[config.mk]
export PLATFORM = sky130hd
export DESIGN_NAME = std_fifo_packer
export DESIGN_NICKNAME = d
export VERILOG_FILES = /design/src/rtl/std_fifo_packer.sv
export SDC_FILE = /design/constraint.sdc
export NUM_CORES = 1
export LEC_CHECK = 0
export ABC_AREA = 0
export CORE_MARGIN = 2
export CORE_UTILIZATION = 55
export DETAILED_ROUTE_END_ITERATION = 8
export PLACE_DENSITY = 0.84
export SYNTH_ARGS = -nofsm -noshare
export SYNTH_HDL_FRONTEND = slang
export SYNTH_SLANG_ARGS = --single-unit
[constraint.sdc]
create_clock -name clk -period 3.83 [get_ports clk]
set_input_delay 1.149 -clock clk [delete_from_list [all_inputs] [get_ports clk]]
set_output_delay 1.149 -clock clk [all_outputs]
set_load 0.05 [all_outputs]
[src/rtl/std_fifo_packer.sv]
// Packs RATIO consecutive std_fifo entries (little-endian) into one valid/ready output word.
// Define STD_FIFO_PACKER_FLUSH_EN to build the partial-word flush path with a per-entry keep mask.
module std_fifo_packer #(
  parameter int unsigned IN_W  = 8,
  parameter int unsigned RATIO = 4,
  parameter int unsigned OUT_W = IN_W * RATIO
) (
  input  logic              clk,
  input  logic              rst,
  input  logic              fifo_empty,
  output logic              fifo_pop,
  input  logic [IN_W-1:0]   fifo_q,
  input  logic              flush,
  output logic              out_valid,
  input  logic              out_ready,
  output logic [OUT_W-1:0]  out_data,
  output logic [RATIO-1:0]  out_keep
);

  localparam int unsigned CW = $clog2(RATIO);

  logic [IN_W-1:0] acc [RATIO-1];
  logic [IN_W-1:0] tail;
  logic [CW-1:0]   acc_cnt;
  logic [CW:0]     fill;
  logic            inflight;
  logic            stalled;
  logic            flush_pend;
  logic            out_free;
  logic            cap_last;
  logic            load_full;
  logic            load_part;
  logic [OUT_W-1:0] full_word;

  assign out_free  = !out_valid || out_ready;
  assign fill      = {1'b0, acc_cnt} + {{CW{1'b0}}, inflight};
  assign fifo_pop  = rst && !fifo_empty && (fill < (CW+1)'(RATIO)) && !flush_pend && !stalled;
  assign cap_last  = inflight && (acc_cnt == CW'(RATIO - 1));
  assign load_full = out_free && (cap_last || stalled);

  // A stalled word keeps its last entry in tail so the accumulator stays RATIO-1 deep.
  always_comb begin
    full_word = '0;
    for (int unsigned i = 0; i < RATIO - 1; i++)
      full_word[i*IN_W +: IN_W] = acc[i];
    full_word[(RATIO-1)*IN_W +: IN_W] = stalled ? tail : fifo_q;
  end

`ifdef STD_FIFO_PACKER_FLUSH_EN
  logic [OUT_W-1:0] part_word;
  logic [RATIO-1:0] part_keep;
  logic [RATIO-1:0] keep_r;
  logic             flush_go;
  logic             flush_done;

  assign flush_go   = flush_pend && !inflight && !stalled;
  assign load_part  = flush_go && (acc_cnt != '0) && out_free;
  assign flush_done = flush_go && ((acc_cnt == '0) || out_free);

  always_comb begin
    part_word = '0;
    part_keep = '0;
    for (int unsigned i = 0; i < RATIO - 1; i++) begin
      if (i < 32'(acc_cnt)) begin
        part_word[i*IN_W +: IN_W] = acc[i];
        part_keep[i]              = 1'b1;
      end
    end
  end

  // A flush arriving on the cycle the pending one completes is dropped, not re-armed.
  always_ff @(posedge clk) begin
    if (!rst)
      flush_pend <= 1'b0;
    else if (flush_done)
      flush_pend <= 1'b0;
    else if (flush)
      flush_pend <= 1'b1;
  end

  always_ff @(posedge clk) begin
    if (!rst)
      keep_r <= '0;
    else if (load_full)
      keep_r <= '1;
    else if (load_part)
      keep_r <= part_keep;
  end

  assign out_keep = keep_r;
`else
  logic unused_flush;

  assign unused_flush = flush;
  assign flush_pend   = 1'b0;
  assign load_part    = 1'b0;
  assign out_keep     = {RATIO{out_valid}};
`endif

  always_ff @(posedge clk) begin
    if (!rst) begin
      acc_cnt  <= '0;
      inflight <= 1'b0;
      stalled  <= 1'b0;
    end else begin
      inflight <= fifo_pop;
      if (load_full || load_part) begin
        acc_cnt <= '0;
        stalled <= 1'b0;
      end else if (cap_last) begin
        stalled <= 1'b1;
      end else if (inflight) begin
        acc_cnt <= acc_cnt + CW'(1);
      end
    end
  end

  always_ff @(posedge clk) begin
    if (inflight && !cap_last) begin
      for (int unsigned i = 0; i < RATIO - 1; i++)
        if (acc_cnt == CW'(i))
          acc[i] <= fifo_q;
    end
    if (cap_last && !out_free)
      tail <= fifo_q;
  end

  always_ff @(posedge clk) begin
    if (!rst) begin
      out_valid <= 1'b0;
      out_data  <= '0;
    end else if (load_full) begin
      out_valid <= 1'b1;
      out_data  <= full_word;
`ifdef STD_FIFO_PACKER_FLUSH_EN
    end else if (load_part) begin
      out_valid <= 1'b1;
      out_data  <= part_word;
`endif
    end else if (out_ready) begin
      out_valid <= 1'b0;
    end
  end

endmodule

==> Implementation_results.wiki <==
{| class="wikitable"
! Metric !! Value
|-
| Final estimated routing congestion in global placement || 0.799
|-
| Worst Hold Path EP || out_data[8]
|-
| Area added between synthesis and finish || 24.0%
|-
| Gate Count Post-Synth || between 200 and 250
|-
| Die area || 5350 um^2
|-
| Final period demand of the worst path || 3.29 ns
|-
| Placed Instance Area || slightly above 3000 um^2
|-
| Skew final || 0.00687 ns
|-
| Number of pins with negative max-slew slack in the final report || 0
|-
| Average detailed-routed wire length per instance || about 15 um
|-
| Yosys Warn Count || 0
|-
| Register area share after synthesis || 0.647
|-
| Detail Route Antenna Nets || 0
|-
| Path category of the worst min-delay check || reg -> reg
|-
| Antenna violations before repair || 0
|-
| Reg-to-reg critical path endpoint || out_data[23]
|-
| Number of nets in the finished design || 270
|-
| Clock Root Buffer || sky130_fd_sc_hd__clkbuf_8
|-
| Die width || 73.2 um
|-
| H-tree level count || 3
|-
| Antenna fix cells || 0
|-
| Highest net fanout along the worst path || 2
|-
| Vias in the first global route || 1539
|-
| Hold Path Cell Cnt || 2
|-
| Number of resized instances in the post-cts repair step || 0
|-
| Setup Buffers After CTS || 0
|-
| Insertion delay to the later sink of the worst-skew pair || roughly 0.33 ns
|-
| Data arrival at the endpoint of the critical path || 2.14 ns
|-
| WHS || between 0.4 and 0.5 ns
|-
| Worst R2R Path Depth || 3
|-
| Number of DRC violations after detailed routing || 0
|-
| Floorplan Core Area || 4660 um^2
|-
| TritonCTS sink count || 69
|-
| Worst setup path class || in -> out
|-
| Distinct cells, synth || 23
|-
| Number of top-level pins || 51
|-
| Number of port buffers || 49
|-
| Largest net degree at the start of global routing || 57
|-
| Reg-to-reg slack, setup || 1.88 ns
|-
| Headroom to the max-slew limit || 0.520
|-
| Hold Vio Cnt, Final || 0
|-
| Synth Area per Inst || 12.5 um^2
|-
| Area of all placed cells without fillers || 3260 um^2
|-
| Initial cell density of the core || 0.564
|-
| Final count of negative-setup-slack endpoints || 0
|-
| Critical path data required time || 2.68 ns
|-
| First-pass GRT wire length || 7.46 mm
|-
| Total negative slack for setup checks || 0 ns
|-
| Layout cells sized above 1 || 0.0698
|-
| RSZ-0062 raised after global routing || no
|-
| CTS clk-pin slew, worst paths || roughly 0.07 ns
|-
| DRT Wirelength || 4.57 mm
|-
| Total grt overflow || 0
|-
| P_leak || about 1.2 nW
|-
| Core utilization of the finished layout || 0.700
|-
| Worst Hold Launch || out_data[8]
|-
| Vertical die dimension || ~73 um
|-
| Total power || 1.40 mW
|-
| Global-route usage over all layers || 0.189
|-
| Run status || finished clean
|-
| Worst r2r src || stalled
|-
| Count of filler cells inserted in the layout || 341
|-
| Clock tree from TritonCTS || yes
|-
| DPL Wire Length || about 3 mm
|-
| Iteration count of the initial detailed-routing pass || 4
|-
| Core Rows || 25
|-
| Vias after detailed routing || ~1600
|-
| Total clock buffers created by CTS || 9
|-
| Start point of the critical path || fifo_empty
|-
| Kind of end point of the critical path || primary output
|-
| Maximum clock rate || 0.304 GHz
|-
| Maximum ir drop on the vdd rail || 0.233 mV
|-
| Synthesized Nets || 227
|-
| Maximum count of clock buffers along a single path || 2
|-
| Max cap viols || 0
|-
| Post-route fraction of the period consumed by the critical path || 0.858
|-
| Least-Margin Pin Slew || 0.718 ns
|-
| Average via count per standard cell || roughly 5.3
|-
| Power density over cell area || roughly 430 nW/um^2
|-
| Summed instance area of the synthesized netlist || 2630 um^2
|-
| Startpoint kind of the worst setup timing path || primary input
|-
| Iter 0 DRT Violations || between 80 and 90
|-
| Number of register bits inferred by synthesis || 69
|-
| Hold bufs inserted after CTS || 0
|}
[sequential cells by signal (all words and copies together), names as in the netlist]
register	flops
out_valid	1
stalled	1
out_data	32
tail	8
inflight	1
acc	24
acc_cnt	2
[area by class of cell]
class | count | area, um^2 | share of cell area
flip-flops and latches | 69 | 1700 | 0.522
multi-input cells | 121 | 798 | 0.245
repair buffers | 50 | 503 | 0.154
clock buffers | 11 | 131 | 0.0403
well taps | 54 | 67.6 | 0.0207
clock inverters | 5 | 51.3 | 0.0157
inverters | 2 | 7.51 | 0.00230
[per-stage QoR]
stage	setup slack [ns]	cells
after floorplan	0.199	210
after global placement	0.549	296
after detailed placement	0.528	296
after CTS	0.532	312
after global routing	0.475	312
final	0.543	312
[how the worst max path moves through the flow]
stage	cells after the start	end	slack [ns]
floorplan	4	fifo_pop	0.20
global placement	5	fifo_pop	0.55
detailed placement	5	fifo_pop	0.53
CTS	5	fifo_pop	0.53
global route	5	fifo_pop	0.47
finish	5	fifo_pop	0.54
[cell usage in the layout (no fill, tap or decap), drive strengths merged]
cell type / instances
nand2b: 1
clkdlybuf4s50: 47
a31oi: 2
o211a: 8
bufinv: 1
nor2b: 1
clkinvlp: 1
clkinv: 3
nand2: 50
a21bo: 1
and2: 4
a21boi: 1
a21o: 1
nor2: 5
clkbuf: 11
edfxtp: 32
nand3: 8
ha: 4
dfxtp: 37
inv: 2
a21oi: 1
buf: 3
xnor2: 1
mux2i: 33
[cell usage after synthesis]
cell type / count / area, um^2
sky130_fd_sc_hd__a31oi_1: 2 / 12.5
sky130_fd_sc_hd__nand3_1: 8 / 40.0
sky130_fd_sc_hd__buf_2: 2 / 10.0
sky130_fd_sc_hd__o211a_1: 8 / 80.1
sky130_fd_sc_hd__nor2_1: 5 / 18.8
sky130_fd_sc_hd__mux2i_1: 33 / 330
sky130_fd_sc_hd__edfxtp_1: 32 / 961
sky130_fd_sc_hd__a21oi_1: 1 / 5.00
sky130_fd_sc_hd__dfxtp_1: 37 / 741
sky130_fd_sc_hd__a21boi_0: 1 / 7.51
sky130_fd_sc_hd__buf_4: 4 / 30.0
sky130_fd_sc_hd__inv_1: 2 / 7.51
sky130_fd_sc_hd__clkbuf_1: 7 / 26.3
sky130_fd_sc_hd__and2_4: 1 / 8.76
sky130_fd_sc_hd__buf_6: 5 / 56.3
sky130_fd_sc_hd__xnor2_1: 1 / 8.76
sky130_fd_sc_hd__nor2b_1: 1 / 6.26
sky130_fd_sc_hd__ha_1: 4 / 50.1
sky130_fd_sc_hd__a21o_1: 1 / 7.51
sky130_fd_sc_hd__nand2b_1: 1 / 6.26
sky130_fd_sc_hd__nand2_1: 50 / 188
sky130_fd_sc_hd__and2_1: 3 / 18.8
sky130_fd_sc_hd__a21bo_2: 1 / 10.0
[power breakdown]
| part | internal (mW) | switching [mW] | total, mW |
|---|---|---|---|
| Clock | 0.297 | 0.255 | 0.552 |
| Combinational | 0.0252 | 0.0380 | 0.0632 |
| Sequential | 0.782 | 0.00585 | 0.787 |
[cell families after synthesis]
| kind of cell | synth area share |
|---|---|
| buffers and inverters | 0.0495 |
| multiplexers | 0.126 |
| adder cells (fa/ha/maj) | 0.0190 |
| AO/OA/AOI/OAI | 0.0466 |
| flip-flops | 0.647 |
| AND/OR/NAND/NOR | 0.109 |
| XOR/XNOR | 0.00333 |
[worst max-delay path, stage by stage]
cell	delay [ns]
sky130_fd_sc_hd__clkdlybuf4s50_1	0.39
sky130_fd_sc_hd__nor2_1	0.08
sky130_fd_sc_hd__nand2_1	0.08
sky130_fd_sc_hd__a31oi_1	0.26
sky130_fd_sc_hd__buf_12	0.18
[metal layers]
layer,vias up,wire [um],GRT usage
met5,-,0,0
met4,0,59,0.0679
met3,8,222,0.0539
met2,48,2190,0.298
met1,788,2100,0.250
li1,804,-,-
Note: power is estimated with default switching activity, not from simulation.
